`src/rtl/rc4_xor_stage_if.sv`:
```
// rc4_xor_stage_if: keystream, data-in and result byte valid/ready channels
interface rc4_xor_stage_if;
  logic       ks_valid, ks_ready, din_valid, din_ready, dout_valid, dout_ready;
  logic [7:0] ks_data, din_data, dout_data;
  modport slave (
    input  ks_valid, ks_data, din_valid, din_data, dout_ready,
    output ks_ready, din_ready, dout_valid, dout_data
  );
  modport master (
    output ks_valid, ks_data, din_valid, din_data, dout_ready,
    input  ks_ready, din_ready, dout_valid, dout_data
  );
endinterface

```
`src/rtl/rc4_xor_stage.sv`:
```
// rc4_xor_stage: keystream FIFO + XOR of data bytes; RC4_DROP_N_EN discards the first DROP_N keystream bytes
module rc4_xor_stage #(
  parameter int unsigned DEPTH  = 8,
  parameter int unsigned CNT_W  = 16,
  parameter int unsigned DROP_N = 256
) (
  input  logic                   wb_clk_i,
  input  logic                   wb_rst_i,
  input  logic                   start,
  rc4_xor_stage_if.slave         bus,
  output logic [CNT_W-1:0]       byte_count,
  output logic [$clog2(DEPTH):0] fifo_level
);
  localparam int unsigned AW = $clog2(DEPTH);
  localparam int unsigned LW = AW + 1;
  logic [7:0]    mem [DEPTH];
  logic [AW-1:0] wr_ptr, rd_ptr;
  logic          clr, run, full, empty, push, pop;
`ifdef RC4_DROP_N_EN
  localparam int unsigned DW = $clog2(DROP_N + 1);
  typedef enum logic {DROP, RUN} state_t;
  state_t        state;
  logic [DW-1:0] drop_cnt;
  always_ff @(posedge wb_clk_i)
    if (clr) begin
      state    <= DROP;
      drop_cnt <= '0;
    end else if (state == DROP && bus.ks_valid) begin
      state    <= (drop_cnt == DW'(DROP_N - 1)) ? RUN : DROP;
      drop_cnt <= drop_cnt + DW'(1);
    end
  assign run = state == RUN;
`else
  assign run = 1'b1;
`endif
  always_comb begin
    clr           = wb_rst_i || start;
    full          = fifo_level == LW'(DEPTH);
    empty         = fifo_level == '0;
    bus.ks_ready  = !start && (!run || !full);
    bus.din_ready = !start && run && !empty && (!bus.dout_valid || bus.dout_ready);
    push          = bus.ks_valid && bus.ks_ready && run;
    pop           = bus.din_valid && bus.din_ready;
  end
  always_ff @(posedge wb_clk_i)
    if (push) mem[wr_ptr] <= bus.ks_data;
  always_ff @(posedge wb_clk_i)
    if (clr) begin
      wr_ptr         <= '0;
      rd_ptr         <= '0;
      fifo_level     <= '0;
      bus.dout_valid <= 1'b0;
      bus.dout_data  <= '0;
      byte_count     <= '0;
    end else begin
      wr_ptr         <= wr_ptr + AW'(push);
      rd_ptr         <= rd_ptr + AW'(pop);
      fifo_level     <= fifo_level + LW'(push) - LW'(pop);
      bus.dout_valid <= pop || (bus.dout_valid && !bus.dout_ready);
      if (pop) bus.dout_data <= bus.din_data ^ mem[rd_ptr];
      if (bus.dout_valid && bus.dout_ready && !(&byte_count)) byte_count <= byte_count + CNT_W'(1);
    end
endmodule

```
`src/flat_wrapper.sv`:
```
// flat-port wrapper written by rule: the top's interface ports become plain ports
module rc4_xor_stage_flat 
#(
  parameter int unsigned DEPTH  = 8,
  parameter int unsigned CNT_W  = 16,
  parameter int unsigned DROP_N = 256
)
  (wb_clk_i, wb_rst_i, start, byte_count, fifo_level, bus_ks_valid, bus_ks_data, bus_din_valid, bus_din_data, bus_dout_ready, bus_ks_ready, bus_din_ready, bus_dout_valid, bus_dout_data);
  rc4_xor_stage_if bus_i ();
  input  logic wb_clk_i;
  input  logic wb_rst_i;
  input  logic start;
  output logic [CNT_W-1:0] byte_count;
  output logic [$clog2(DEPTH):0] fifo_level;
  input wire logic [$bits(bus_i.ks_valid)-1:0] bus_ks_valid;
  input wire logic [$bits(bus_i.ks_data)-1:0] bus_ks_data;
  input wire logic [$bits(bus_i.din_valid)-1:0] bus_din_valid;
  input wire logic [$bits(bus_i.din_data)-1:0] bus_din_data;
  input wire logic [$bits(bus_i.dout_ready)-1:0] bus_dout_ready;
  output wire logic [$bits(bus_i.ks_ready)-1:0] bus_ks_ready;
  output wire logic [$bits(bus_i.din_ready)-1:0] bus_din_ready;
  output wire logic [$bits(bus_i.dout_valid)-1:0] bus_dout_valid;
  output wire logic [$bits(bus_i.dout_data)-1:0] bus_dout_data;
  assign bus_i.ks_valid = bus_ks_valid;
  assign bus_i.ks_data = bus_ks_data;
  assign bus_i.din_valid = bus_din_valid;
  assign bus_i.din_data = bus_din_data;
  assign bus_i.dout_ready = bus_dout_ready;
  assign bus_ks_ready = bus_i.ks_ready;
  assign bus_din_ready = bus_i.din_ready;
  assign bus_dout_valid = bus_i.dout_valid;
  assign bus_dout_data = bus_i.dout_data;
  rc4_xor_stage #(.DEPTH(DEPTH), .CNT_W(CNT_W), .DROP_N(DROP_N)) u_core (.wb_clk_i(wb_clk_i), .wb_rst_i(wb_rst_i), .start(start), .bus(bus_i), .byte_count(byte_count), .fifo_level(fifo_level));
endmodule
```
`config.mk`:
```
export PLATFORM = sky130hd
export DESIGN_NAME = rc4_xor_stage_flat
export DESIGN_NICKNAME = d
export VERILOG_FILES = /design/src/rtl/rc4_xor_stage_if.sv /design/src/rtl/rc4_xor_stage.sv /design/src/flat_wrapper.sv
export SDC_FILE = /design/constraint.sdc
export NUM_CORES = 1
export LEC_CHECK = 0
export BUFFER_PORTS_ARGS = -buffer_cell sky130_fd_sc_hd__buf_2
export CAP_MARGIN = 0
export CORE_MARGIN = 3
export CORE_UTILIZATION = 57
export CTS_CLUSTER_SIZE = 14
export DETAILED_ROUTE_END_ITERATION = 6
export PLACE_DENSITY_LB_ADDON = 0.05
export SYNTH_ARGS = -nofsm -noshare
export SYNTH_HDL_FRONTEND = slang
export SYNTH_SLANG_ARGS = --single-unit
```
`constraint.sdc`:
```
create_clock -name wb_clk_i -period 3.15 [get_ports wb_clk_i]
set_clock_uncertainty 0.15 [all_clocks]
set_input_delay 0.315 -clock wb_clk_i [delete_from_list [all_inputs] [get_ports wb_clk_i]]
set_output_delay 0.315 -clock wb_clk_i [all_outputs]
set_load 0.1 [all_outputs]
```
==> impl_metrics.yaml <==
synthesis:
  seq_area_frac_synth_pct: 60.98
  synth_edf_count: 64
  yosys.area.top_type: "edfxtp_1"
  yosysWarnings: 0
  ys_ff_latch: 99
  avgSynthCellArea_um2: 13.78
  yosysMostFrequentCell: "edfxtp_1"
  synth_ff_type: "edfxtp_1"
  synth_nets: 346
  synthArstFlopShare_pct: 0
  syn_area_mm2: 0.004300
  synthTopCellsByArea: "edfxtp_1 (45%), dfxtp_1 (16%), mux4_1 (6.1%)"
  ys_types: 43
  ys_top_cells_by_count: "edfxtp_1 (64), dfxtp_1 (35), nor3_1 (19), nand2_1 (17), nor2_1 (16)"
  synth_top_area_share_pct: 44.69
  synthCells: 312
floorplanning:
  dieHeight_um: 92.86
  ios: 53
  die_area_mm2: 0.008623
  core_mm2: 0.007292
  die_w_um: 92.86
  start_util_pct: 58.97
  row_count: 31
global_route:
  grt_pass1_vias: 2634
  grt_pass1_wl_um: 13350
  antenna_found_initial: 0
  grt_max_degree: 19
  track_usage_pct: 20.46
  grt_overflow: 0
clocking:
  clkTransAtPathRegs_ns: 0.09
  clkSinkCount: 99
  cts_hold_buf: 0
  htreeDepth: 3
  ctsResizeCount: 0
  numCtsBuffers: 9
  cts_tree: "yes"
  clkLatencyLatePin_ns: 0.36
  postCtsSetupBuffers: 0
  root_buffer: "clkbuf_8"
  cts_max_path_buffers: 2
place:
  numPortBuffers: 52
  gp_congestion: 0.8579
  dp_hpwl_um: 5734
  placed_area_mm2: 0.004717
detailed_routing:
  drc: 0
  routed-via-count: 2731
  routed_wl_um: 8181
  wl_per_cell_um: 17.08
  vias_per_cell: 5.701
  firstDrtPassIters: 4
  drtIter0Drc: 112
  final_antenna_net_count: 0
finish:
  layout-drive-gt1-share_pct: 26.84
  nets: 409
  diodes: 0
  fin_area_mm2: 0.004907
  area_growth_pct: 14.11
sta:
  report.final.slew_viol_count: 0
  setup_viol: 0
  max_freq_ghz: 0.3824
  relSlewSlack_pct: 50.80
  max_slew.worst_pin.slew_ns: 0.7370
  period_needed_ns: 2.615
  tns_ns: 0
  rsz0062_at_grt: "false"
  hold_viol: 0
  timing.final.crit_share_pct: 83.03
setup_path:
  criticalPathCategory: "register to register"
  rrSetupSlack_ns: 0.53
  worstPathArrival_ns: 2.71
  critPathMaxFanout: 9
  critPathCaptureType: "register"
  cp.required_ns: 3.24
  startpoint_type: "register"
power:
  p_per_area_mw_per_mm2: 486.9
  peakVddDrop_v: 0.0003486
  leakage_nw: 1.803
  p_int_w: 0.001819
  comb_power_share_pct: 8.1
  seq_power_share_pct: 58.6
  power.switching_w: 0.0005703
  power_frac_clock_pct: 33.3
  p_total_w: 0.002389
  p_sw_share_pct: 23.87
status:
  outcome: "finished, final reports clean"
hold_path:
  hold_class: "primary input to register"
run:
  cap_violations: 0
## through the flow
stage                     utilization [%]  setup WS, ns  hold slack, ns  instances
after detailed placement            64.69        0.5322          0.3473        463
after CTS                           67.30        0.5159         0.05153        479
after global placement              64.69        0.6100          0.3462        463
final                               67.30        0.5346         0.06833        479
after global routing                67.30        0.3196         0.06870        479
after floorplan                         -       0.04608          0.2639        312
## power groups by stage
stage	clock, W	sequential (W)	combinational, W
after CTS	0.000815	0.00140	0.000197
final	0.000796	0.00140	0.000195
after global placement	0	0.00143	0.000193
after floorplan	0	0.00147	0.0000971
after detailed placement	0	0.00143	0.000196
after global routing	0.000867	0.00140	0.000214
## placed cells by master, fill, tap and decap left out, drive strengths merged, types with 2 or more instances in the layout
| cell type | synthesis | routed |
|---|---|---|
| ha | 11 | 11 |
| mux4 | 16 | 16 |
| and2 | 6 | 6 |
| nor4 | 2 | 2 |
| and3 | 11 | 11 |
| nand2 | 17 | 17 |
| mux2 | 8 | 8 |
| or4 | 2 | 2 |
| a211oi | 4 | 4 |
| o31ai | 2 | 2 |
| o21a | 2 | 2 |
| xnor2 | 3 | 3 |
| nand3 | 6 | 6 |
| mux2i | 8 | 8 |
| clkbuf | 8 | 10 |
| a21oi | 11 | 11 |
| inv | 11 | 13 |
| buf | 4 | 64 |
| nor3 | 21 | 21 |
| nand2b | 4 | 4 |
| nor2 | 16 | 16 |
| and4 | 4 | 4 |
| clkinv | 0 | 2 |
| edfxtp | 64 | 64 |
| dfxtp | 35 | 35 |
| o21ai | 10 | 10 |
| nand4 | 5 | 5 |
| or3 | 10 | 10 |
## cell families after synthesis
logic type,Yosys count,share of synthesized area [%]
adder cells (fa/ha/maj),12,3.666
flip-flops,99,60.98
AO/OA/AOI/OAI,35,5.034
AND/OR/NAND/NOR,107,13.67
multiplexers,32,13.21
XOR/XNOR,4,0.8148
buffers and inverters,23,2.619
## layout make-up
cell class	instances	area, µm²
multi-input cells	190	1570
clock buffers	10	127.6
repair buffers	64	350.3
fillers	555	2385
well taps	99	123.9
flip-flops and latches	99	2631
inverters	11	41.29
clock inverters	6	62.56
## critical path, cell delays in order (launching register included)
cell      delay [ns]
dfxtp_4         0.35
inv_1           0.06
ha_1            0.22
a2111o_1        0.52
inv_1           0.15
ha_1            0.20
inv_1           0.05
ha_1            0.26
a21o_1          0.18
a21oi_1         0.17
xnor2_1         0.13
nor2_1          0.05
## registers in the layout, summed over array words and instances (netlist names)
name and flops:
u_core.bus.dout_data 8, u_core.bus.dout_valid 1, u_core.byte_count 16, u_core.fifo_level 4, u_core.mem 64, u_core.rd_ptr 3
u_core.wr_ptr 3
## final timing paths
check	start	end	cells past startpoint
setup / recovery	u_core.fifo_level[2]$_SDFF_PP0_	u_core.fifo_level[3]$_SDFF_PP0_	11
hold / removal	bus_ks_data[4]	u_core.mem[1][4]$_DFFE_PP_	1
hold reg to reg	u_core.byte_count[15]$_SDFFE_PP0P_	u_core.byte_count[15]$_SDFFE_PP0P_	2
setup reg to reg	u_core.fifo_level[2]$_SDFF_PP0_	u_core.fifo_level[3]$_SDFF_PP0_	11
## layer usage
layer / GRT usage, % / share of wire [%]
met4: 6.593 / 1.5
met1: 25.81 / 42
met3: 4.793 / 5.3
met2: 34.91 / 51
met5: 0 / 0
Power figures use the tool's default switching activity.
